<file path="src/rtl/pc_unit_pkg.sv">
`default_nettype none
// ---------------------------------------------------------------------------
// pc_unit_pkg : next-PC select encodings and default geometry for pc_unit
// rev 1.0
// ---------------------------------------------------------------------------
package pc_unit_pkg;

  typedef logic [2:0] npc_op_t;

  localparam npc_op_t NPC_SEQ  = 3'd0;
  localparam npc_op_t NPC_BR   = 3'd1;
  localparam npc_op_t NPC_J    = 3'd2;
  localparam npc_op_t NPC_JR   = 3'd3;
  localparam npc_op_t NPC_CALL = 3'd4;
  localparam npc_op_t NPC_RET  = 3'd5;
  localparam npc_op_t NPC_RSVD = 3'd6;
  localparam npc_op_t NPC_ERET = 3'd7;

  localparam int          c_PC_W      = 30;
  localparam logic [29:0] c_RESET_PC  = 30'h0000_0C00;
  localparam logic [29:0] c_EXC_VEC   = 30'h0000_1060;
  localparam int          c_RAS_DEPTH = 4;

endpackage
`default_nettype wire

</file>
<file path="src/rtl/pc_unit_if.sv">
`default_nettype none
// ---------------------------------------------------------------------------
// pc_unit_if : control-unit <-> pc_unit signal bundle
// rev 1.0
// ---------------------------------------------------------------------------
interface pc_unit_if #(
  parameter int PC_W = 30
);
  import pc_unit_pkg::*;

  logic            stall;
  npc_op_t         npc_op;
  logic            br_taken;
  logic [15:0]     imm16;
  logic [25:0]     jidx;
  logic [PC_W-1:0] jr_target;
  logic            exc_req;
  logic [PC_W-1:0] pc;
  logic [PC_W-1:0] pc_plus1;
  logic [PC_W-1:0] epc;
  logic            ras_empty;
  logic            ras_full;
  logic            ret_mismatch;

  modport master (
    output stall, npc_op, br_taken, imm16, jidx, jr_target, exc_req,
    input  pc, pc_plus1, epc, ras_empty, ras_full, ret_mismatch
  );

  modport slave (
    input  stall, npc_op, br_taken, imm16, jidx, jr_target, exc_req,
    output pc, pc_plus1, epc, ras_empty, ras_full, ret_mismatch
  );

endinterface
`default_nettype wire

</file>
<file path="src/rtl/pc_ras.sv">
`default_nettype none
// ---------------------------------------------------------------------------
// pc_ras : circular shadow return-address stack, oldest entry overwritten when full
// rev 1.0
// ---------------------------------------------------------------------------
module pc_ras #(
  parameter int W     = 30,
  parameter int DEPTH = 4
) (
  input  wire logic         clk,
  input  wire logic         rst,
  input  wire logic         push,
  input  wire logic         pop,
  input  wire logic [W-1:0] din,
  output logic      [W-1:0] top,
  output logic              empty,
  output logic              full
);

  localparam int                PTR_W   = $clog2(DEPTH);
  localparam logic [PTR_W:0]    c_DEPTH = (PTR_W+1)'(DEPTH);

  logic [W-1:0]     r_mem [DEPTH];
  logic [PTR_W-1:0] r_ptr;
  logic [PTR_W:0]   r_count;
  logic [PTR_W-1:0] w_ptr_inc;

  assign w_ptr_inc = r_ptr + 1'b1;
  assign top       = r_mem[r_ptr];
  assign empty     = (r_count == '0);
  assign full      = (r_count == c_DEPTH);

  // Pointer always advances on push; when full this lands on the oldest slot.
  always_ff @(posedge clk) begin
    if (rst) begin
      r_ptr   <= '0;
      r_count <= '0;
    end else if (push) begin
      r_ptr <= w_ptr_inc;
      if (!full) r_count <= r_count + 1'b1;
    end else if (pop && !empty) begin
      r_ptr   <= r_ptr - 1'b1;
      r_count <= r_count - 1'b1;
    end
  end

  always_ff @(posedge clk) begin
    if (push) r_mem[w_ptr_inc] <= din;
  end

  a_no_push_pop : assert property (@(posedge clk) disable iff (rst) !(push && pop));

endmodule
`default_nettype wire

</file>
<file path="src/rtl/pc_unit.sv">
`default_nettype none
// ---------------------------------------------------------------------------
// pc_unit : word-address PC with next-PC select, stall, exception/EPC and shadow RAS
// rev 1.0
// ---------------------------------------------------------------------------
module pc_unit
  import pc_unit_pkg::*;
#(
  parameter int              PC_W      = c_PC_W,
  parameter logic [PC_W-1:0] RESET_PC  = c_RESET_PC,
  parameter logic [PC_W-1:0] EXC_VEC   = c_EXC_VEC,
  parameter int              RAS_DEPTH = c_RAS_DEPTH
) (
  input wire logic clk,
  input wire logic rst,
  pc_unit_if.slave bus
);

  logic [PC_W-1:0] r_pc;
  logic [PC_W-1:0] r_epc;
  logic            r_mismatch;
  logic [PC_W-1:0] w_pc_plus1;
  logic [PC_W-1:0] w_offset;
  logic [PC_W-1:0] w_jtarget;
  logic [PC_W-1:0] w_npc;
  logic [PC_W-1:0] w_ras_top;
  logic            w_ras_empty;
  logic            w_ras_full;
  logic            w_advance;
  logic            w_push;
  logic            w_pop;

  assign w_pc_plus1 = r_pc + 1'b1;
  assign w_offset   = {{(PC_W-16){bus.imm16[15]}}, bus.imm16};
  assign w_jtarget  = {w_pc_plus1[PC_W-1:26], bus.jidx};

  // The op only takes effect when neither an exception nor a stall preempts it.
  assign w_advance = !bus.exc_req && !bus.stall;
  assign w_push    = w_advance && (bus.npc_op == NPC_CALL);
  assign w_pop     = w_advance && (bus.npc_op == NPC_RET) && !w_ras_empty;

  always_comb begin
    w_npc = w_pc_plus1;
    case (bus.npc_op)
      NPC_BR:   if (bus.br_taken) w_npc = w_pc_plus1 + w_offset;
      NPC_J,
      NPC_CALL: w_npc = w_jtarget;
      NPC_JR,
      NPC_RET:  w_npc = bus.jr_target;
      NPC_ERET: w_npc = r_epc;
      default:  w_npc = w_pc_plus1;
    endcase
  end

  always_ff @(posedge clk) begin
    if (rst) begin
      r_pc       <= RESET_PC;
      r_epc      <= '0;
      r_mismatch <= 1'b0;
    end else if (bus.exc_req) begin
      r_pc       <= EXC_VEC;
      r_epc      <= r_pc;
      r_mismatch <= 1'b0;
    end else if (bus.stall) begin
      r_mismatch <= 1'b0;
    end else begin
      r_pc       <= w_npc;
      r_mismatch <= w_pop && (w_ras_top != bus.jr_target);
    end
  end

  pc_ras #(
    .W     (PC_W),
    .DEPTH (RAS_DEPTH)
  ) u_ras (
    .clk   (clk),
    .rst   (rst),
    .push  (w_push),
    .pop   (w_pop),
    .din   (w_pc_plus1),
    .top   (w_ras_top),
    .empty (w_ras_empty),
    .full  (w_ras_full)
  );

  assign bus.pc           = r_pc;
  assign bus.pc_plus1     = w_pc_plus1;
  assign bus.epc          = r_epc;
  assign bus.ras_empty    = w_ras_empty;
  assign bus.ras_full     = w_ras_full;
  assign bus.ret_mismatch = r_mismatch;

endmodule
`default_nettype wire

</file>
<file path="src/flat_wrapper.sv">
// flat-port wrapper written by rule: the top's interface ports become plain ports
module pc_unit_flat import pc_unit_pkg::*;
#(
  parameter int              PC_W      = c_PC_W,
  parameter logic [PC_W-1:0] RESET_PC  = c_RESET_PC,
  parameter logic [PC_W-1:0] EXC_VEC   = c_EXC_VEC,
  parameter int              RAS_DEPTH = c_RAS_DEPTH
)
  (clk, rst, bus_stall, bus_npc_op, bus_br_taken, bus_imm16, bus_jidx, bus_jr_target, bus_exc_req, bus_pc, bus_pc_plus1, bus_epc, bus_ras_empty, bus_ras_full, bus_ret_mismatch);
  pc_unit_if #(.PC_W(PC_W)) bus_i ();
  input wire logic clk;
  input wire logic rst;
  input wire logic [$bits(bus_i.stall)-1:0] bus_stall;
  input wire logic [$bits(bus_i.npc_op)-1:0] bus_npc_op;
  input wire logic [$bits(bus_i.br_taken)-1:0] bus_br_taken;
  input wire logic [$bits(bus_i.imm16)-1:0] bus_imm16;
  input wire logic [$bits(bus_i.jidx)-1:0] bus_jidx;
  input wire logic [$bits(bus_i.jr_target)-1:0] bus_jr_target;
  input wire logic [$bits(bus_i.exc_req)-1:0] bus_exc_req;
  output wire logic [$bits(bus_i.pc)-1:0] bus_pc;
  output wire logic [$bits(bus_i.pc_plus1)-1:0] bus_pc_plus1;
  output wire logic [$bits(bus_i.epc)-1:0] bus_epc;
  output wire logic [$bits(bus_i.ras_empty)-1:0] bus_ras_empty;
  output wire logic [$bits(bus_i.ras_full)-1:0] bus_ras_full;
  output wire logic [$bits(bus_i.ret_mismatch)-1:0] bus_ret_mismatch;
  assign bus_i.stall = bus_stall;
  assign bus_i.npc_op = bus_npc_op;
  assign bus_i.br_taken = bus_br_taken;
  assign bus_i.imm16 = bus_imm16;
  assign bus_i.jidx = bus_jidx;
  assign bus_i.jr_target = bus_jr_target;
  assign bus_i.exc_req = bus_exc_req;
  assign bus_pc = bus_i.pc;
  assign bus_pc_plus1 = bus_i.pc_plus1;
  assign bus_epc = bus_i.epc;
  assign bus_ras_empty = bus_i.ras_empty;
  assign bus_ras_full = bus_i.ras_full;
  assign bus_ret_mismatch = bus_i.ret_mismatch;
  pc_unit #(.PC_W(PC_W), .RESET_PC(RESET_PC), .EXC_VEC(EXC_VEC), .RAS_DEPTH(RAS_DEPTH)) u_core (.clk(clk), .rst(rst), .bus(bus_i));
endmodule
</file>
<file path="config.mk">
export PLATFORM = sky130hd
export DESIGN_NAME = pc_unit_flat
export DESIGN_NICKNAME = d
export VERILOG_FILES = /design/src/rtl/pc_unit_pkg.sv /design/src/rtl/pc_unit_if.sv /design/src/rtl/pc_ras.sv /design/src/rtl/pc_unit.sv /design/src/flat_wrapper.sv
export SDC_FILE = /design/constraint.sdc
export NUM_CORES = 1
export LEC_CHECK = 0
export BUFFER_PORTS_ARGS = -buffer_cell sky130_fd_sc_hd__buf_2
export CAP_MARGIN = 40
export CORE_ASPECT_RATIO = 2
export CORE_MARGIN = 2
export CORE_UTILIZATION = 30
export DETAILED_ROUTE_END_ITERATION = 10
export PLACE_DENSITY = 0.48
export SKIP_LAST_GASP = 1
export SLEW_MARGIN = 10
export SYNTH_ARGS = -nofsm -noshare
export SYNTH_HDL_FRONTEND = slang
export SYNTH_SLANG_ARGS = --single-unit
</file>
<file path="constraint.sdc">
create_clock -name clk -period 4.6 [get_ports clk]
set_clock_uncertainty 0.15 [all_clocks]
set_input_delay 0.69 -clock clk [delete_from_list [all_inputs] [get_ports clk]]
set_output_delay 0.69 -clock clk [all_outputs]
set_load 0.02 [all_outputs]
</file>
# Yosys cells after proc, flatten, opt, wreduce, memory -nomap -nowiden
# Memories as Yosys holds them, arrays and structs flattened. A register that Yosys moved wholly into a read port is not among the register bits.
# Cells that the tools add are included.
# word_totals
regBits,66
elab_cells,52
out_inout_bits,93
mem_bits_rw,120
memories,1
input_bits,80
# classes
reduce_logical,16
add_sub_neg,6
n_mux,13
eq_ne,10
# memory_table
memory,words,word_bits,read_ports,rd_ports_with_merged_regs,wr,line_no,rtl
u_core.u_ras.r_mem,4,30,1,1,1,pc_ras.sv:23,logic [W-1:0] r_mem [DEPTH];
# op_table
operator,count
one-hot mux 30 bit (4 select lines),1
"adder 30 x 1 -> 30 bit, second input constant",1
adder 30 bit,1
2-to-1 mux 30 bit,1
inequality test 30 bit,1
2-to-1 mux 13 bit,2
"equality test 3 bit, second input constant",4
2-to-1 mux 3 bit,3
2-to-1 mux 2 bit,4
"equality test 3 x 2 -> 1 bit, second input constant",2
logical AND 1 bit,6
OR reduction 2 bit,3
"adder 3 x 1 -> 3 bit, second input constant",1
"equality test 3 x 1 -> 1 bit, second input constant",1
zero test 1 bit,3
zero test 3 bit,1
OR reduction 3 bit,1
"subtractor 3 x 1 -> 3 bit, second input constant",1
"adder 2 x 1 -> 2 bit, second input constant",1
2-to-1 mux 1 bit,2
"inequality test 2 x 1 -> 1 bit, second input constant",1
"inequality test 2 bit, second input constant",1
AND reduction 2 bit,1
nonzero test 2 bit,1
"subtractor 2 x 1 -> 2 bit, second input constant",1

# Longest topological paths before layout
# Gate-level depths: netlist of the first run.
# depth
depth_word,9
depth_mapped,17
mapped_depth_nobuf,16

# By module
# Synthesis of the first run repeated with hierarchy kept, for this count alone.
# hier_totals
hier_cells,973
area_unflattened_um2,10697.8
# by_module_without_submodules
module,seq_area_each_um2,n_inst,cells_each,area_each_um2
pc_unit,1221.2,1,765,5920.7
pc_ras,3743.6,1,208,4777.1

# Worst setup path after synthesis of the first run
# OpenSTA, ideal clock, no wires.
# synth_path
path_kind,register to register
start,register u_core.r_pc[0] (netlist: u_core.bus.pc[0])
end,register u_core.r_pc[29] (netlist: u_core.bus.pc[29])
synth_period_minus_slack_ps,4166
stages_incl_launch_ff,16
setup_slack_ps,434
setup_time_ps,134
required_time_ps,4316
path_buffers,1
arrival_ps,3882
path_cell_list,dfxtp_1 > ha_1 > nand3_1 > nor2_1 > nand2b_1 > nor3_1 > xor2_1 > ha_1 > clkbuf_1 > and3_1 > a211o_1 > a21o_1 > a311oi_1 > xnor2_1 > mux2i_1 > a31oi_1
# synth_via
elab_chain_len,4
# synth_lines
item,line_no,rtl
"start, declared",pc_unit.sv:19,logic [PC_W-1:0] r_pc;
"start signal, assigned",pc_unit.sv:67,r_pc <= w_npc;
adder 30 x 1 -> 30 bit,pc_unit.sv:33,assign w_pc_plus1 = r_pc + 1'b1;
net bus_pc_plus1[20],flat_wrapper.sv:21,output wire logic [$bits(bus_i.pc_plus1)-1:0] bus_pc_plus1;
adder 30 bit,pc_unit.sv:45,NPC_BR: if (bus.br_taken) w_npc = w_pc_plus1 + w_offset;
2-to-1 mux 30 bit,pc_unit.sv:45,
one-hot mux 30 bit (4 select lines),pc_unit.sv:44,case (bus.npc_op)
# The timed path passes the listed nets, and every way through them passes these cells.
# A chain may end at the register's enable or synchronous reset.

# Worst setup path after layout of the first run
# layout_path
start,register u_core.r_pc[0] (netlist: u_core.bus.pc[0])
end,register u_core.r_pc[26] (netlist: u_core.bus.pc[26])
# layout_via
elab_chain_len,4
# layout_lines
item,line_no
adder 30 x 1 -> 30 bit (*),pc_unit.sv:33
adder 30 bit,pc_unit.sv:45
2-to-1 mux 30 bit,pc_unit.sv:45
one-hot mux 30 bit (4 select lines) (*),pc_unit.sv:44
# Every way passes the cells marked *; elsewhere a longest branch is shown, timed or not.

==> out/qor.yml, run 1 <==
critical_path:
  cp.arrival_ps: 4560
  critical_path_class: "register to register"
  worst_r2r_path_depth: 16
  critical_path_required_ps: 4780
  timing.rr.end: "u_core.bus.pc[26]"
  crit_path_end_kind: "register"
  timing.reg2reg.setup_slack_ps: 220
  start_kind: "register"
  rr_startpoint: "u_core.bus.pc[0]"
  cp_max_fo: 8
layout:
  drive_above_1_share: 0.272
  fillers: 3514
  antenna_cells_inserted: 0
  layout_common_cells: "buf_2, edfxtp_1, nor2_1"
  design.final.nets: 1246
  syn2layout_area_growth_pct: 22.1
  post-route-cell-area_mm2: 0.0126
  mostFrequentLayoutCell: "buf_2"
  layoutNonFillerInstCount: 1581
floorplanning:
  fp.dieW_um: 135
  top_level_ports: 173
  die_y_um: 266
  initial_utilization: 0.302
  rows: 96
  design.core.area_mm2: 0.0341
  die_area_mm2: 0.0359
drt:
  num_vias: 8666
  antenna_violating_nets_remaining: 0
  avgViaCountPerCell: 5.48
  drc: 0
  initialDrtViolationCount: 509
  routed_wirelength_um: 41100
  drt-wirelength-per-cell_um: 26.0
  drt_pass_1_iters: 6
sta:
  fin_crit_sh: 0.952
  timing_max_transition_violations_final: 0
  final_hold_viol_count: 0
  fmaxAchievable_mhz: 228
  grt_setup_unrepaired: "false"
  worstMarginPinSlew_ps: 798
  min_tclk_post_route_ps: 4380
  timing.setup.tns_ps: 0
  worst_slew_margin_rel: 0.468
  setup_violations: 0
run_status:
  result_of_the_run: "finished, final reports clean"
clock_tree:
  clk_root_buffer_cell: "clkbuf_16"
  worst_skew_pair.late_latency_ps: 460
  cts_buffers: 17
  numClockSinks: 188
  ctsLongestPathBuffers: 2
  postCtsHoldBufs: 0
  post_cts.repair.setup_buffers: 0
  count_of_h_tree_levels_built_during_cts: 4
  tritoncts: "built"
  cts.reportedPaths.clkPinSlew_ps: 80
logic_synthesis:
  synth-seq-area-share: 0.482
  synth_top_cells_by_area: "edfxtp_1, dfxtp_1, mux4_2"
  synth-seq-cells: 188
  dominantRegCellSynth: "edfxtp_1"
  synth_edf_count: 120
  synthArstFlopShare: 0
  post_synth.cell_area_avg_um2: 11.1
  synth_fp_nets: 1047
  netlist.area_leader.share: 0.350
  yosys_warnings: 0
  ys_types: 68
  synthesis.area_mm2: 0.0103
  post_synthesis_cell_count: 928
  synth_area_leader: "edfxtp_1"
placed_design:
  globalplace.congestion: 0.892
  place.port_buffers: 172
  place_inst: 1549
  place_area_mm2: 0.0120
  dp_hpwl_um: 31300
power:
  pwr_density_cell_mw_per_mm2: 318
  combinational_share_of_power: 0.166
  clkPwrFrac: 0.371
  worst_ir_drop_vdd_uv: 247
  p_int_mw: 2.78
  power_switching_share: 0.303
  p_leak_nw: 5.06
  total_switching_power_mw: 1.21
  pwr-share-seq: 0.464
grt:
  grt_first_pass_wirelength_um: 59000
  grt_antenna_before_repair: 0
  grt_max_degree: 44
  global_route.usage.total: 0.231
  vias_in_the_first_global_route: 8866
  remaining_global_route_overflow: 0
hold_path:
  hold_class: "register to register"
  whs_path_depth: 2
  min-delay-start: "u_core.u_ras.r_count[2]"
  min_to: "u_core.u_ras.r_count[2]"
flow_run:
  cap_viol_max_count: 0
==> cell usage after synthesis (4+ instances only) <==
library cell / count
nand4_1: 19
o21ai_0: 40
o21a_1: 12
nand2_1: 58
nand2b_1: 9
xnor2_1: 43
inv_1: 22
clkbuf_1: 44
a211oi_1: 10
and2_1: 8
nor2_1: 80
a21o_1: 16
xor2_1: 35
a31oi_1: 5
ha_1: 37
a221oi_1: 24
edfxtp_1: 120
nor3_1: 17
a21oi_1: 58
buf_2: 6
nor4_1: 8
mux4_2: 30
nor2b_1: 6
and3_1: 8
mux2i_1: 36
or3_1: 6
a221o_1: 18
a22oi_1: 5
o221ai_1: 4
a21boi_0: 4
dfxtp_1: 68
nand3_1: 17
==> layer usage <==
layer | track usage | up-vias | wire length, um | share of wire
met4 | 0.134 | 0 | 2380 | 0.058
li1 | - | 3949 | - | -
met1 | 0.247 | 4323 | 14900 | 0.36
met5 | 0 | - | 0 | 0
met2 | 0.431 | 303 | 22400 | 0.55
met3 | 0.0274 | 91 | 1420 | 0.035
==> worst max-delay path by stage <==
stage	from	end	slack, ps	cells past startpoint
finish	u_core.bus.pc[0]	u_core.bus.pc[26]	220	16
floorplan	u_core.bus.pc[0]	u_core.bus.pc[29]	430	15
global route	u_core.bus.pc[0]	u_core.bus.pc[26]	80	16
CTS	u_core.bus.pc[0]	u_core.bus.pc[26]	280	16
global placement	u_core.bus.pc[0]	u_core.bus.pc[29]	370	14
detailed placement	u_core.bus.pc[0]	u_core.bus.pc[26]	340	16
==> per-stage QoR <==
| step | util | setup slack [ps] | total power [mW] | hold WS (ps) |
|---|---|---|---|---|
| final | 0.368 | 220 | 3.99 | 355 |
| after global routing | 0.368 | 84.6 | 4.13 | 391 |
| after CTS | 0.368 | 280 | 4.02 | 356 |
| after detailed placement | 0.352 | 339 | 2.55 | 341 |
| after global placement | 0.350 | 372 | 2.55 | 336 |
| after floorplan | - | 434 | 2.26 | 316 |
==> critical path: stages (launching register included) <==
cell and delay [ps]:
dfxtp_1 490, inv_1 210, nor3_1 500, nand4_1 250
xnor2_1 180, buf_4 160, ha_1 380, a21oi_1 150
o21ai_0 90, a221o_1 320, nor2b_1 170, o31ai_1 300
buf_4 180, a21oi_1 110, o21ai_0 250, xor2_1 210
o21ai_0 130
==> repair_timing <==
| action | CTS | global route |
|---|---|---|
| setup endpoints to repair | 0 | 1 |
| resized for setup | 0 | 1 |
| endpoints found under the hold margin | 0 | 0 |
==> layout make-up <==
type,instances,area (um2),share of cell area
clock buffers,17,425,0.0339
clock inverters,15,149,0.0118
flip-flops and latches,188,4970,0.395
inverters,23,86.3,0.00687
multi-input cells,665,5050,0.402
well taps,441,552,0.0439
repair buffers,232,1340,0.107
==> logic make-up after synthesis <==
kind of cell,after synthesis,synth area share
AO/OA/AOI/OAI,234,0.158
XOR/XNOR,78,0.0664
adder cells (fa/ha/maj),39,0.0489
buffers and inverters,75,0.0281
flip-flops,188,0.482
multiplexers,66,0.101
AND/OR/NAND/NOR,248,0.116
==> registers in the layout, summed over array words and instances, names as in the netlist, named ones only <==
register                 count
u_core.u_ras.r_ptr           2
u_core.bus.epc              30
u_core.bus.pc               30
u_core.u_ras.r_count         3
u_core.bus.ret_mismatch      1
u_core.u_ras.r_mem         120
==> power by group through the flow <==
stage,Clock [mW],Sequential (mW),Combinational [mW]
floorplan,0,1.90,0.355
global placement,0,1.89,0.658
detailed placement,0,1.89,0.660
CTS,1.51,1.85,0.663
global route,1.56,1.85,0.711
finish,1.48,1.85,0.662
Note: power is estimated with default switching activity, not from simulation.
==> run 2: changes to the inputs <==
- ABC_AREA: not set -> 1
==> run 2 against run 1 <==
Effect of this change: worst setup slack better by 240 ps; synthesized cell count increased by 47%; clock power barely moved; final cell count increased by 27%; first-iteration DRC count increased by 49%; highest routed layer unchanged.
==> out/qor.yml, run 2 <==
drt:
  drt-wirelength-per-cell_um: 24.0  # -7.5%
  routed_wirelength_um: 48500  # +18%
  initialDrtViolationCount: 759  # +49%
  num_vias: 10623  # +23%
  drc: 0  # unchanged
  drt_pass_1_iters: 5  # -1
  avgViaCountPerCell: 5.27  # -3.8%
  antenna_violating_nets_remaining: 0  # unchanged
grt:
  grt_max_degree: 59  # +34%
  vias_in_the_first_global_route: 10711  # +21%
  remaining_global_route_overflow: 0  # unchanged
  grt_antenna_before_repair: 0  # unchanged
  grt_first_pass_wirelength_um: 69800  # +18%
  global_route.usage.total: 0.250  # +0.0191
logic_synthesis:
  synth-seq-cells: 188  # unchanged
  post-synth-top-count-cell: "nand2_1"
  post_synthesis_cell_count: 1364  # +47%
  synth_area_leader: "edfxtp_1"
  synth_edf_count: 120  # unchanged
  netlist.area_leader.share: 0.327  # -0.0226
  yosys_warnings: 0  # unchanged
  synthArstFlopShare: 0  # unchanged
  synth-seq-area-share: 0.451  # -0.0312
  synth_fp_nets: 1483  # +42%
  synth_cell_count_leaders: "nand2_1, inv_1, edfxtp_1, nor2_1, a21oi_1"
  dominantRegCellSynth: "edfxtp_1"
  ys_types: 53  # -22%
  synthesis.area_mm2: 0.0110  # +6.9%
  synth_top_cells_by_area: "edfxtp_1, dfxtp_1, nand2_1"
  post_synth.cell_area_avg_um2: 8.07  # -27%
layout:
  design.final.nets: 1667  # +34%
  fillers: 3902  # +11%
  drive_above_1_share: 0.190  # -0.0817
  mostFrequentLayoutCell: "nand2_1"
  final_core_area_utilization: 0.363  # -0.00559
  antenna_cells_inserted: 0  # unchanged
  syn2layout_area_growth_pct: 19.6
  layoutNonFillerInstCount: 2015  # +27%
  layout_common_cells: "nand2_1, buf_2, inv_1"
  largest_register_ff_count: 120  # unchanged
  max_flop_register: "u_core.u_ras.r_mem"
floorplanning:
  die_area_mm2: 0.0383  # +6.8%
  die_y_um: 275  # +3.3%
  top_level_ports: 173  # unchanged
  fp.dieW_um: 139  # +3.3%
  design.core.area_mm2: 0.0363  # +6.4%
  rows: 99  # +3.1%
  initial_utilization: 0.303  # +0.00148
critical_path:
  cp_cell_sequence: "nand2_1 -> nor3_1 -> nand2_1 -> nor2_1 -> xor2_1 -> inv_1 -> ha_1 -> nand2_1 -> inv_1 -> nand2_1 -> nand2_1 -> a21oi_1 -> nand2_1 -> a21oi_1 -> inv_1 -> o21ai_0 -> nand4_1 -> nand2_1 -> inv_1"
  critical_path_class: "register to register"
  start_kind: "register"
  critPathMostFrequentCell: "nand2_1"
  cp_max_fo: 7  # -1
  family_of_cells_with_the_greatest_summed_delay_on_the_critical_path: "simple AND/OR/NAND/NOR gates"
  crit_path_end_kind: "register"
  critical_path_required_ps: 4790  # about the same
  cp.arrival_ps: 4330  # -230 ps
  crit_buf_inv: 4  # +1
  timing.critical_path.slowest_cell_delay_ps: 550  # +50 ps
  worst_path_max_delay_cell: "dfxtp_1"
power:
  total_switching_power_mw: 1.26  # +4.1%
  pwr-share-seq: 0.457  # -0.007
  power_switching_share: 0.308  # +0.00492
  clkPwrFrac: 0.357  # -0.014
  p_leak_nw: 5.80  # +15%
  combinational_share_of_power: 0.186  # +0.020
  worst_ir_drop_vdd_uv: 213  # -14%
  p_int_mw: 2.83  # +1.7%
  power.total_mw: 4.09  # +2.4%
  pwr_density_cell_mw_per_mm2: 310  # -2.3%
sta:
  fin_crit_sh: 0.900  # -0.0520
  setup_violations: 0  # unchanged
  worst_slew_margin_rel: 0.509  # +0.0403
  grt_setup_unrepaired: "false"
  worstMarginPinSlew_ps: 736  # -61.2 ps
  final_hold_viol_count: 0  # unchanged
  min_tclk_post_route_ps: 4140  # -239 ps
  timing.setup.tns_ps: 0  # unchanged
  timing_max_transition_violations_final: 0  # unchanged
  fmaxAchievable_mhz: 241  # +5.8%
  layout_setup_ws_ps: 459  # +239 ps
flow_run:
  cap_viol_max_count: 0  # unchanged
clock_tree:
  tritoncts: "built"
  cts_buffers: 17  # unchanged
  ctsLongestPathBuffers: 2  # unchanged
  numClockSinks: 188  # unchanged
  cts.reportedPaths.clkPinSlew_ps: 70  # about the same
  ctsResizeCount: 0  # unchanged
  post_cts.repair.setup_buffers: 0  # unchanged
  postCtsHoldBufs: 0  # unchanged
  clk_root_buffer_cell: "clkbuf_16"
  count_of_h_tree_levels_built_during_cts: 4  # unchanged
  worst_skew_pair.late_latency_ps: 440  # -20 ps
placed_design:
  place.port_buffers: 172  # unchanged
  dp_hpwl_um: 38100  # +22%
  place_inst: 1983  # +28%
  dpl_worst_slack_ps: 495  # +156 ps
  globalplace.congestion: 0.983  # +10%
run_status:
  result_of_the_run: "finished, final reports clean"
hold_path:
  hold_class: "input port to register"
## run 2: cell count changes after synthesis, sizes merged, moves of 47 or more
cell,previous run,this run
a21oi,59,106
nand3,17,74
o21ai,44,115
nor2,80,129
inv,22,164
nand2,58,303
## run 2: cell type report
class / count / area (um2) / area share
clock buffer: 21 / 450 / 0.0342
timing repair buffer: 213 / 1200 / 0.0912
multi-input combinational: 962 / 5250 / 0.398
sequential: 188 / 4970 / 0.377
tap: 454 / 568 / 0.0431
inverter: 166 / 623 / 0.0473
clock inverter: 11 / 113 / 0.00855
## run 2: path summary, 6_finish.rpt
check	endpoint	slack, ps	depth (start not counted)	start
worst min register to register	u_core.bus.epc[12]	320	2	u_core.bus.epc[12]
worst max-delay path	u_core.bus.pc[17]	460	19	u_core.bus.pc[3]
worst min-delay path	u_core.bus.pc[12]	320	2	rst
worst max register to register	u_core.bus.pc[17]	460	19	u_core.bus.pc[3]
## run 2: through the flow
step | instance area, um2 | hold slack (ps)
floorplan | 11000 | 315
global placement | 12600 | 316
detailed placement | 12600 | 312
CTS | 13200 | 300
global route | 13200 | 329
finish | 13200 | 319
## run 2: logic make-up (layout without fill, tap and decap cells)
family | Yosys count | after routing | synth area share
xor gates and xnor gates | 52 | 52 | 0.0414
adders and majority gates | 39 | 39 | 0.0457
and+or+nand+nor | 569 | 569 | 0.227
buffers and inverters | 214 | 411 | 0.0754
DFF | 188 | 188 | 0.451
AOI/OAI and AO/OA | 302 | 302 | 0.160
## run 2: power by group through the flow
stage / Clock (mW) / Sequential (mW) / Combinational (mW)
2_1_floorplan: 0 / 1.93 / 0.389
3_3_place_gp: 0 / 1.90 / 0.759
3_5_place_dp: 0 / 1.90 / 0.758
4_1_cts: 1.48 / 1.87 / 0.761
5_1_grt: 1.54 / 1.87 / 0.822
6_report: 1.46 / 1.87 / 0.761
## run 2: routing by layer
| metal | vias to the layer above | GRT usage | share of wire |
|---|---|---|---|
| met1 | 5144 | 0.260 | 0.36 |
| li1 | 5007 | - | - |
| met3 | 112 | 0.0313 | 0.042 |
| met2 | 360 | 0.475 | 0.54 |
| met4 | 0 | 0.152 | 0.062 |
| met5 | - | 0 | 0 |
## run 2: worst reg2reg max path: cells and delay by family (launching register included)
family	cells	cell delay, ps
adders and majority gates	1	400
xor gates and xnor gates	1	240
buffers and inverters	4	410
and+or+nand+nor	10	1470
AOI/OAI and AO/OA	3	820
DFF	1	550
==> run 3: changes to the inputs <==
- CTS_BUF_LIST: not set -> sky130_fd_sc_hd__clkbuf_8
==> run 3 against run 2 <==
Effect of this change: clock power is 25% lower; worst hold slack got worse by 37 ps; first-iteration DRC count up 1.3%; final cell count barely moved; combinational power hardly changed; wire length increased by 0.13%; sequential share of layout area increased by 0.55 points; die area is the same; count of clock-buffer cells in the layout decreased by 3; utilization fell by 0.52 points; flip-flop and latch count is the same; critical path type unchanged; largest cell class unchanged; largest power group unchanged.
==> out/qor.yml, run 3 (same netlist as run 2, synthesis figures left out) <==
clock_tree:
  post_cts.repair.setup_buffers: 0  # unchanged
  ctsResizeCount: 0  # unchanged
  ctsLongestPathBuffers: 2  # unchanged
  postCtsHoldBufs: 0  # unchanged
  numClockSinks: 188  # unchanged
  clk_root_buffer_cell: "clkbuf_8"
  tritoncts: "built"
  cts_buffers: 17  # unchanged
  cts.reportedPaths.clkPinSlew_ps: 100  # +30 ps
  worst_skew_pair.late_latency_ps: 490  # +50 ps
  count_of_h_tree_levels_built_during_cts: 4  # unchanged
sta:
  timing_max_transition_violations_final: 0  # unchanged
  grt_setup_unrepaired: "false"
  final_hold_viol_count: 0  # unchanged
  layout_setup_ws_ps: 448  # -10.7 ps
  timing.setup.tns_ps: 0  # unchanged
  hold_slack_ps: 282  # -37.1 ps
  worstMarginPinSlew_ps: 793  # +56.3 ps
  setup_violations: 0  # unchanged
  min_tclk_post_route_ps: 4150  # +10.7 ps
  fmaxAchievable_mhz: 241  # -0.26%
  fin_crit_sh: 0.903  # +0.00233
  worst_slew_margin_rel: 0.471  # -0.0376
power:
  worst_ir_drop_vdd_uv: 200  # -6.1%
  p_leak_nw: 5.73  # -1.3%
  power.total_mw: 3.72  # -8.9%
  p_int_mw: 2.50  # -12%
  pwr_density_cell_mw_per_mm2: 287  # -7.6%
  combinational_share_of_power: 0.204  # +0.018
  total_switching_power_mw: 1.22  # -3.1%
  pwr-share-seq: 0.502  # +0.045
  power_switching_share: 0.328  # +0.0196
  clkPwrFrac: 0.294  # -0.063
placed_design:
  globalplace.congestion: 0.983  # unchanged
  dp_hpwl_um: 38100  # unchanged
  dpl_worst_slack_ps: 495  # unchanged
  place_area_mm2: 0.0126  # unchanged
  place.port_buffers: 172  # unchanged
  place_inst: 1983  # unchanged
critical_path:
  worst_r2r_path_depth: 19  # unchanged
  worst_path_max_delay_cell: "dfxtp_1"
  crit_buf_inv: 4  # unchanged
  critical_path_cell_count: 19  # unchanged
  timing.reg2reg.setup_slack_ps: 450  # about the same
  cp.arrival_ps: 4390  # +60 ps
  critical_path.endpoint: "u_core.bus.pc[17]"
  start_kind: "register"
  timing.critical_path.slowest_cell_delay_ps: 570  # +20 ps
  critical_path_class: "register to register"
  timing.rr.end: "u_core.bus.pc[17]"
  cp_max_fo: 7  # unchanged
  critPathMostFrequentCell: "nand2_1"
  crit_path_end_kind: "register"
  cp_cell_sequence: "nand2_1 -> nor3_1 -> nand2_1 -> nor2_1 -> xor2_1 -> inv_1 -> ha_1 -> nand2_1 -> inv_1 -> nand2_1 -> nand2_1 -> a21oi_1 -> nand2_1 -> a21oi_1 -> inv_1 -> o21ai_0 -> nand4_1 -> nand2_1 -> inv_1"
  critical_path_required_ps: 4840  # +50 ps
  rr_startpoint: "u_core.bus.pc[3]"
  family_of_cells_with_the_greatest_summed_delay_on_the_critical_path: "simple AND/OR/NAND/NOR gates"
  critPathLaunch: "u_core.bus.pc[3]"
layout:
  largest_register_ff_count: 120  # unchanged
  drive_above_1_share: 0.190  # unchanged
  mostFrequentLayoutCell: "nand2_1"
  layout_common_cells: "nand2_1, buf_2, inv_1"
  post-route-cell-area_mm2: 0.0130  # -1.4%
  design.final.nets: 1667  # unchanged
  max_flop_register: "u_core.u_ras.r_mem"
  fillers: 3921  # +0.49%
  syn2layout_area_growth_pct: 17.9
  layoutNonFillerInstCount: 2016  # +0.050%
  final_core_area_utilization: 0.358  # -0.00521
floorplanning:
  fp.dieW_um: 139  # unchanged
  die_y_um: 275  # unchanged
  initial_utilization: 0.303  # unchanged
  rows: 99  # unchanged
  die_area_mm2: 0.0383  # unchanged
  top_level_ports: 173  # unchanged
  design.core.area_mm2: 0.0363  # unchanged
hold_path:
  hold_class: "input port to register"
grt:
  grt_max_degree: 59  # unchanged
  global_route.usage.total: 0.250  # -0.000588
  vias_in_the_first_global_route: 10725  # +0.13%
  remaining_global_route_overflow: 0  # unchanged
  grt_antenna_before_repair: 1  # +1
  grt_first_pass_wirelength_um: 69700  # -0.17%
drt:
  initialDrtViolationCount: 769  # +1.3%
  uppermost_routed_layer: "met4"
  route.layer.met1.wl_um: 17100  # -1.4%
  antenna_violating_nets_remaining: 0  # unchanged
  avgViaCountPerCell: 5.27  # about the same
  num_vias: 10624  # +0.0094%
  drt-wirelength-per-cell_um: 24.1  # about the same
  route.met2.wl_um: 26200  # +0.54%
  routed_wirelength_um: 48500  # +0.13%
  met3_length_um: 2140  # +5.6%
  drc: 0  # unchanged
  drt_pass_1_iters: 6  # +1
flow_run:
  cap_viol_max_count: 0  # unchanged
run_status:
  result_of_the_run: "finished, final reports clean"
## run 3: cell count changes in the layout (fill, tap and decap cells not counted)
cell	before	now
clkbuf_16	17	0
diode_2	0	1
clkbuf_1	3	0
clkbuf_8	1	18
inv_1	149	152
## run 3: layout make-up
class	instances	area, um2	area share
multi-input cells	962	5250	0.404
flip-flops and latches	188	4970	0.383
repair buffers	213	1200	0.0925
inverters	166	623	0.0480
well taps	454	568	0.0438
clock buffers	18	248	0.0191
clock inverters	14	124	0.00954
diodes	1	2.50	0.000193
## run 3: power groups by stage
| stage | Combinational [mW] | Sequential (mW) | Clock (mW) |
|---|---|---|---|
| final | 0.759 | 1.87 | 1.10 |
| after global routing | 0.822 | 1.87 | 1.17 |
| after CTS | 0.761 | 1.87 | 1.11 |
| after detailed placement | 0.758 | 1.90 | 0 |
| after global placement | 0.759 | 1.90 | 0 |
| after floorplan | 0.389 | 1.93 | 0 |
## run 3: worst min-delay path by stage
stage,startpoint,end,slack (ps),cells past startpoint
floorplan,u_core.u_ras.r_count[2],u_core.u_ras.r_count[2],320,2
global placement,u_core.bus.epc[12],u_core.bus.epc[12],320,2
detailed placement,u_core.bus.epc[12],u_core.bus.epc[12],310,2
CTS,rst,u_core.bus.pc[12],240,2
global route,rst,u_core.bus.pc[12],280,2
finish,rst,u_core.bus.pc[12],280,2
## run 3: metal layers
layer / vias up / GRT usage
met1: 5139 / 0.259
met4: 0 / 0.150
met3: 119 / 0.0294
met2: 352 / 0.477
li1: 5014 / -
met5: - / 0
